`config.mk`:
```
export PLATFORM = sky130hd
export DESIGN_NAME = wb_port_arbiter
export DESIGN_NICKNAME = d
export VERILOG_FILES = /design/src/rtl/wb_pkg.sv /design/src/rtl/wb_fifo.sv /design/src/rtl/wb_port_arbiter.sv
export SDC_FILE = /design/constraint.sdc
export NUM_CORES = 1
export LEC_CHECK = 0
export ABC_CLOCK_PERIOD_IN_PS = 4750
export CORE_ASPECT_RATIO = 2
export CORE_UTILIZATION = 40
export CTS_BUF_LIST = sky130_fd_sc_hd__clkbuf_16
export DETAILED_ROUTE_END_ITERATION = 6
export PLACE_DENSITY = 0.68
export SLEW_MARGIN = 20
export SYNTH_ARGS = -nofsm -noshare
export SYNTH_HDL_FRONTEND = slang
export SYNTH_SLANG_ARGS = --single-unit
```
`constraint.sdc`:
```
create_clock -name clk -period 4.75 [get_ports clk]
set_input_delay 1.1875 -clock clk [delete_from_list [all_inputs] [get_ports clk]]
set_output_delay 1.1875 -clock clk [all_outputs]
set_load 0.02 [all_outputs]
```
`src/rtl/wb_pkg.sv`:
```
// wb_pkg: shared types and helpers for the register-file write-port arbiter.
//   XLEN       - default datapath width
//   REG_W      - register index width
//   wb_entry_t - one buffered long-latency result {rd, val}
//   rd_onehot  - one-hot decode of a destination register index
package wb_pkg;

  localparam int XLEN  = 32;
  localparam int REG_W = 5;

  typedef struct packed {
    logic [REG_W-1:0] rd;
    logic [XLEN-1:0]  val;
  } wb_entry_t;

  // One-hot decode of a destination index into a 32-bit register mask.
  function automatic logic [31:0] rd_onehot(input logic [REG_W-1:0] rd);
    return 32'd1 << rd;
  endfunction

endpackage

```
`src/rtl/wb_fifo.sv`:
```
// wb_fifo: small in-order buffer of wb_entry_t for long-latency results.
//   clk, rst    - clock, asynchronous active-low reset
//   push        - write push_entry at the tail (caller guarantees not full)
//   push_entry  - entry to enqueue
//   pop         - drop the head entry (caller guarantees not empty)
//   count       - number of valid entries
//   head        - oldest entry
//   ent_valid   - per-slot valid bits
//   ent_rd      - per-slot destination, used to build the pending mask
module wb_fifo
  import wb_pkg::*;
#(
  parameter int DEPTH = 2
) (
  input  logic                          clk,
  input  logic                          rst,
  input  logic                          push,
  input  wb_entry_t                     push_entry,
  input  logic                          pop,
  output logic [$clog2(DEPTH+1)-1:0]    count,
  output wb_entry_t                     head,
  output logic [DEPTH-1:0]              ent_valid,
  output logic [DEPTH-1:0][REG_W-1:0]   ent_rd
);

  localparam int CNT_W = $clog2(DEPTH + 1);
  localparam int PTR_W = (DEPTH > 1) ? $clog2(DEPTH) : 1;
  localparam logic [PTR_W-1:0] LAST_PTR = PTR_W'(DEPTH - 1);

  wb_entry_t          mem_q   [DEPTH];
  wb_entry_t          mem_d   [DEPTH];
  logic [DEPTH-1:0]   valid_q, valid_d;
  logic [PTR_W-1:0]   wr_ptr_q, wr_ptr_d;
  logic [PTR_W-1:0]   rd_ptr_q, rd_ptr_d;
  logic [CNT_W-1:0]   count_q, count_d;

  // Next-state for storage, pointers and occupancy.
  always_comb begin
    mem_d    = mem_q;
    valid_d  = valid_q;
    wr_ptr_d = wr_ptr_q;
    rd_ptr_d = rd_ptr_q;
    count_d  = count_q;
    if (push) begin
      mem_d[wr_ptr_q]   = push_entry;
      valid_d[wr_ptr_q] = 1'b1;
      wr_ptr_d          = (wr_ptr_q == LAST_PTR) ? {PTR_W{1'b0}} : wr_ptr_q + PTR_W'(1);
    end else begin
      wr_ptr_d = wr_ptr_q;
    end
    // Pop never hits the slot being pushed: push needs a free slot, pop a full one.
    if (pop) begin
      valid_d[rd_ptr_q] = 1'b0;
      rd_ptr_d          = (rd_ptr_q == LAST_PTR) ? {PTR_W{1'b0}} : rd_ptr_q + PTR_W'(1);
    end else begin
      rd_ptr_d = rd_ptr_q;
    end
    case ({push, pop})
      2'b10:   count_d = count_q + CNT_W'(1);
      2'b01:   count_d = count_q - CNT_W'(1);
      default: count_d = count_q;
    endcase
  end

  // State registers; reset empties the buffer so pending entries are lost.
  always_ff @(posedge clk or negedge rst) begin
    if (!rst) begin
      for (int i = 0; i < DEPTH; i++) begin
        mem_q[i] <= '0;
      end
      valid_q  <= '0;
      wr_ptr_q <= '0;
      rd_ptr_q <= '0;
      count_q  <= '0;
    end else begin
      for (int i = 0; i < DEPTH; i++) begin
        mem_q[i] <= mem_d[i];
      end
      valid_q  <= valid_d;
      wr_ptr_q <= wr_ptr_d;
      rd_ptr_q <= rd_ptr_d;
      count_q  <= count_d;
    end
  end

  // Per-slot destination view for the pending mask.
  always_comb begin
    for (int i = 0; i < DEPTH; i++) begin
      ent_rd[i] = mem_q[i].rd;
    end
  end

  assign count     = count_q;
  assign head      = mem_q[rd_ptr_q];
  assign ent_valid = valid_q;

endmodule

```
`src/rtl/wb_port_arbiter.sv`:
```
// wb_port_arbiter: shares the register-file write port between the in-order
// writeback stage (always wins) and a buffered long-latency unit that drains
// on free slots.
//   clk, rst                  - clock, asynchronous active-low reset
//   wb_en, wb_rd, wb_val      - writeback-stage result
//   lu_valid, lu_ready,
//   lu_rd, lu_val             - long-latency result handshake
//   rf_we, rf_rd, rf_val      - registered register-file write port
//   pend_mask                 - destinations currently held in the buffer
//   stall_req                 - starvation stall request to the hazard unit
// Optional feature macro: WB_ARB_STARVE_EN enables the starvation counter;
// without it stall_req is tied low.
module wb_port_arbiter
  import wb_pkg::*;
#(
  parameter int XLEN         = wb_pkg::XLEN,
  parameter int DEPTH        = 2,
  parameter int STARVE_LIMIT = 4
) (
  input  logic            clk,
  input  logic            rst,
  input  logic            wb_en,
  input  logic [4:0]      wb_rd,
  input  logic [XLEN-1:0] wb_val,
  input  logic            lu_valid,
  output logic            lu_ready,
  input  logic [4:0]      lu_rd,
  input  logic [XLEN-1:0] lu_val,
  output logic            rf_we,
  output logic [4:0]      rf_rd,
  output logic [XLEN-1:0] rf_val,
  output logic [31:0]     pend_mask,
  output logic            stall_req
);

  localparam int CNT_W = $clog2(DEPTH + 1);
  localparam logic [CNT_W-1:0] DEPTH_C = CNT_W'(DEPTH);

  logic [CNT_W-1:0]            count_s;
  wb_entry_t                   head_s;
  wb_entry_t                   push_entry_s;
  logic [DEPTH-1:0]            ent_valid_s;
  logic [DEPTH-1:0][REG_W-1:0] ent_rd_s;
  logic                        wb_take_s, pop_s, push_s;

  logic            rf_we_q, rf_we_d;
  logic [4:0]      rf_rd_q, rf_rd_d;
  logic [XLEN-1:0] rf_val_q, rf_val_d;
  // Holds lu_ready low while reset is asserted even though the buffer is empty.
  logic            ready_en_q, ready_en_d;

  wb_fifo #(.DEPTH(DEPTH)) u_fifo (
    .clk        (clk),
    .rst        (rst),
    .push       (push_s),
    .push_entry (push_entry_s),
    .pop        (pop_s),
    .count      (count_s),
    .head       (head_s),
    .ent_valid  (ent_valid_s),
    .ent_rd     (ent_rd_s)
  );

  // Ready uses only registered occupancy: no credit for a same-cycle pop.
  assign lu_ready = ready_en_q && (count_s < DEPTH_C);

  // Slot selection, accept/discard and next write-port values.
  always_comb begin
    wb_take_s    = wb_en && (wb_rd != 5'd0);
    pop_s        = !wb_take_s && (count_s != {CNT_W{1'b0}});
    // Writes to x0 are accepted and dropped here.
    push_s       = lu_valid && lu_ready && (lu_rd != 5'd0);
    push_entry_s = '{rd: lu_rd, val: lu_val};
    ready_en_d   = 1'b1;
    rf_we_d      = wb_take_s || pop_s;
    if (wb_take_s) begin
      rf_rd_d  = wb_rd;
      rf_val_d = wb_val;
    end else if (pop_s) begin
      rf_rd_d  = head_s.rd;
      rf_val_d = head_s.val;
    end else begin
      rf_rd_d  = rf_rd_q;
      rf_val_d = rf_val_q;
    end
  end

  // Write-port output registers.
  always_ff @(posedge clk or negedge rst) begin
    if (!rst) begin
      rf_we_q    <= 1'b0;
      rf_rd_q    <= 5'd0;
      rf_val_q   <= '0;
      ready_en_q <= 1'b0;
    end else begin
      rf_we_q    <= rf_we_d;
      rf_rd_q    <= rf_rd_d;
      rf_val_q   <= rf_val_d;
      ready_en_q <= ready_en_d;
    end
  end

  assign rf_we  = rf_we_q;
  assign rf_rd  = rf_rd_q;
  assign rf_val = rf_val_q;

  // Pending-destination mask over valid buffer entries; x0 never reported.
  always_comb begin
    pend_mask = 32'd0;
    for (int i = 0; i < DEPTH; i++) begin
      if (ent_valid_s[i]) begin
        pend_mask = pend_mask | rd_onehot(ent_rd_s[i]);
      end else begin
        pend_mask = pend_mask;
      end
    end
    pend_mask[0] = 1'b0;
  end

`ifdef WB_ARB_STARVE_EN
  localparam int WAIT_W = $clog2(STARVE_LIMIT + 1);
  localparam logic [WAIT_W-1:0] LIMIT_C = WAIT_W'(STARVE_LIMIT);

  logic [WAIT_W-1:0] wait_q, wait_d;
  logic              stall_q, stall_d;

  // Wait counter: counts cycles the head is blocked, saturating at the limit.
  always_comb begin
    if (pop_s || (count_s == {CNT_W{1'b0}})) begin
      wait_d = {WAIT_W{1'b0}};
    end else if (wait_q < LIMIT_C) begin
      wait_d = wait_q + WAIT_W'(1);
    end else begin
      wait_d = wait_q;
    end
    stall_d = (wait_d == LIMIT_C);
  end

  // Starvation counter and registered stall request.
  always_ff @(posedge clk or negedge rst) begin
    if (!rst) begin
      wait_q  <= '0;
      stall_q <= 1'b0;
    end else begin
      wait_q  <= wait_d;
      stall_q <= stall_d;
    end
  end

  assign stall_req = stall_q;
`else
  assign stall_req = 1'b0;
`endif

endmodule
```
==> metrics.md <==
| Metric | Value |
|---|---|
| Port Buffers | 147 |
| Hold-fix buffers, CTS | 0 |
| Max VDD drop | 408 µV |
| Setup violators final | 0 |
| RSZ-0062 raised after global routing | false |
| Root buffer selected by CTS | clkbuf_16 |
| HP Class | reg2reg |
| Die height | 172 µm |
| Detailed placement HPWL | 11.0 mm |
| Die area | 0.0150 mm² |
| FP Rows | 61 |
| Final hold vios | 0 |
| Leak | 0.00319 µW |
| CTS tree | built |
| Setup CP Type | reg2out |
| Max FO, Critical Path | 10 |
| Clock buffer depth | 2 |
| Worst-margin pin slew | 0.811 ns |
| Tmin final | 3.49 ns |
| MaxCap Viol Count | 0 |
| Achievable Freq | 286 MHz |
| Multi-input logic area | 0.00259 mm² |
| Netlist Area Pre-Place | 0.00579 mm² |
| Max transition margin | 0.459 |
| Area growth syn-to-layout | 36.5% |
| DR iter-0 viols | 232 |
| Detailed Route WL | 15.5 mm |
| Power, Total | 5320 µW |
| Endpoint class of the critical path | output pin |
| Critical path's slowest cell | clkdlybuf4s50_1 |
| Pins over their slew limit | 0 |
| Ports | 150 |
| Post-CTS Setup Repair Bufs | 0 |
| Seq/Total Area, Yosys | 0.515 |
| # resized after CTS | 0 |
| Period Utilization, post-route | 0.735 |
| Vias in the first global route | 4,749 |
| Die Wd | 87.1 µm |
| Worst skew pair latency | 0.41 ns |
| Setup TNS | 0 ns |
| TritonCTS Buffers | 17 |
| Fin nets | 689 |
| Max H-tree Level | 4 |
| Post-DR wirelength/cell | 19.1 µm |
| Critical-path cell list | or3b_2, o22ai_1, clkdlybuf4s50_1 |
| GP Congestion | 0.977 |
| Drt pass-1 iters | 4 |
| Average size of a mapped cell | 12.3 µm² |
| Setup Skew | 0.0124 ns |
| WP data required | 3.56 ns |
| Core Util, Final | 0.563 |
| Largest net degree at the start of global routing | 80 |
| Clock Sinks | 119 |
| Yosys warns | 0 |
| Drt drc | 0 |
| Layout cells sized above 1 | 0.183 |
| CTS clk-pin slew, worst paths | 0.05 ns |
| Vias per cell | 5.39 |
| Total number of vias | 4,374 |
| Fill count | 1,236 |
| Status | completed |
| First-pass GRT wire length | 24.4 mm |
| Congestion Overflow GR | 0 |
| Core area | 0.0140 mm² |
| Total GRT Usage | 0.221 |
| Synth unique cells | 41 |
| Yosys reg bits | 119 |
| Initial antenna violation count | 1 |
| Largest stage delay, worst path | 0.63 ns |
| Critical Path Source Type | register |
| Pwr/cell area | 673 mW/mm² |
| Worst Path Arrival | 2.30 ns |
| Register Area | 0.00298 mm² |
| Post-route ant nets | 0 |
| Gate Count Post-Synth | 472 |
| Initial Util | 0.412 |
## cells in the final DEF (no fill, tap or decap), types with 3 or more instances in the layout
cell,instances
conb_1,3
o22ai_1,31
a211oi_1,3
clkinv_2,5
inv_1,6
mux2_2,68
mux2_1,38
mux2i_1,34
nor3_1,34
nor2b_1,7
o31ai_1,4
buf_4,9
a21oi_1,33
dfrtp_1,118
clkbuf_16,17
nand3b_1,5
clkdlybuf4s50_1,146
nand2_1,9
xnor2_1,3
nand3_1,6
nor2_1,9
## sequential cells by signal, indices dropped and copies added (netlist names), 2 cells and up
signal and flops:
u_fifo.mem_q 64, rf_val 32, u_fifo.ent_rd 10, rf_rd 5, u_fifo.count 2, u_fifo.ent_valid 2
## worst paths after layout
| check | from | to | slack, ns | cells past startpoint |
|---|---|---|---|---|
| max reg2reg | u_fifo.count[1] | u_fifo.mem_q[30] | 2.62 | 4 |
| min in group asynchronous | rst | rf_val[21] | 0.82 | 1 |
| max in group asynchronous | rst | rf_val[1] | 3.08 | 2 |
| min | u_fifo.mem_q[19] | u_fifo.mem_q[19] | 0.49 | 1 |
| min reg2reg | u_fifo.mem_q[19] | u_fifo.mem_q[19] | 0.49 | 1 |
| max | u_fifo.ent_rd[0] | pend_mask[17] | 1.26 | 3 |
## critical path: cells and delay by family (launching register included)
kind / cells / cell delay, ns
AO/OA/AOI/OAI: 1 / 0.21
buffers and inverters: 1 / 0.63
flip-flops: 1 / 0.53
AND/OR/NAND/NOR: 1 / 0.53
## cell usage after synthesis, drive strengths merged
master,number,area (µm²)
o2111ai,2,30.0
or3,2,12.5
nand2b,2,12.5
nor2b,7,43.8
o2bb2ai,1,8.76
mux2,106,1190
nor3,34,170
a21oi,33,165
a211oi,3,22.5
a22oi,1,7.51
nand3,6,30.0
o21ai,2,21.3
conb,2,7.51
o22ai,31,194
or4,2,22.5
inv,3,11.3
ha,1,12.5
o31ai,4,30.0
xnor2,3,26.3
o21a,1,7.51
or3b,2,17.5
clkbuf,17,63.8
o211ai,1,7.51
a22o,1,8.76
xor2,1,8.76
o41ai,2,17.5
nand2,9,33.8
buf,21,174
mux2i,34,340
nand4,1,6.26
or2,2,12.5
nor2,9,33.8
nand3b,5,37.5
dfrtp,119,2980
a32oi,2,17.5
## power breakdown
group	internal [µW]	switching (µW)	total, µW
combinational	1100	1110	2210
clock	753	431	1180
sequential	1520	404	1930
## cell type report
type	instances	area share
Timing Repair Buffer	156	0.195
Multi-Input combinational cell	313	0.327
Sequential cell	119	0.377
Clock inverter	14	0.0152
Inverter	3	0.00143
Clock buffer	17	0.0538
Antenna cell	1	0.000317
Tap cell	189	0.0299
## stage by stage
step / setup WS [ns] / hold slack, ns / cells / instance area, µm²
6_report: 1.26 / 0.489 / 812 / 7900
5_1_grt: 1.16 / 0.505 / 812 / 7900
4_1_cts: 1.26 / 0.492 / 811 / 7900
3_5_place_dp: 1.01 / 0.480 / 780 / 7350
3_3_place_gp: 1.04 / 0.473 / 780 / 7350
2_1_floorplan: 2.07 / 0.464 / 473 / 5790
## metal layers
metal,vias to the layer above,track usage,wire length [µm]
li1,2017,-,-
met1,2151,0.220,5560
met2,171,0.421,8830
met3,35,0.0382,553
met4,0,0.123,576
met5,-,0,0
## logic make-up (layout without fill, tap and decap cells)
kind of cell    Yosys count  after routing  synth area share
mux                     140            140             0.265
flops                   119            119             0.515
compound gates           84             84            0.0930
other cells               2              4           0.00130
fa+ha+maj                 1              1           0.00216
xor+xnor                  4              4           0.00606
buf+inv                  41            190            0.0430
simple gates             81             81            0.0748
Note: power is estimated with default switching activity, not from simulation.
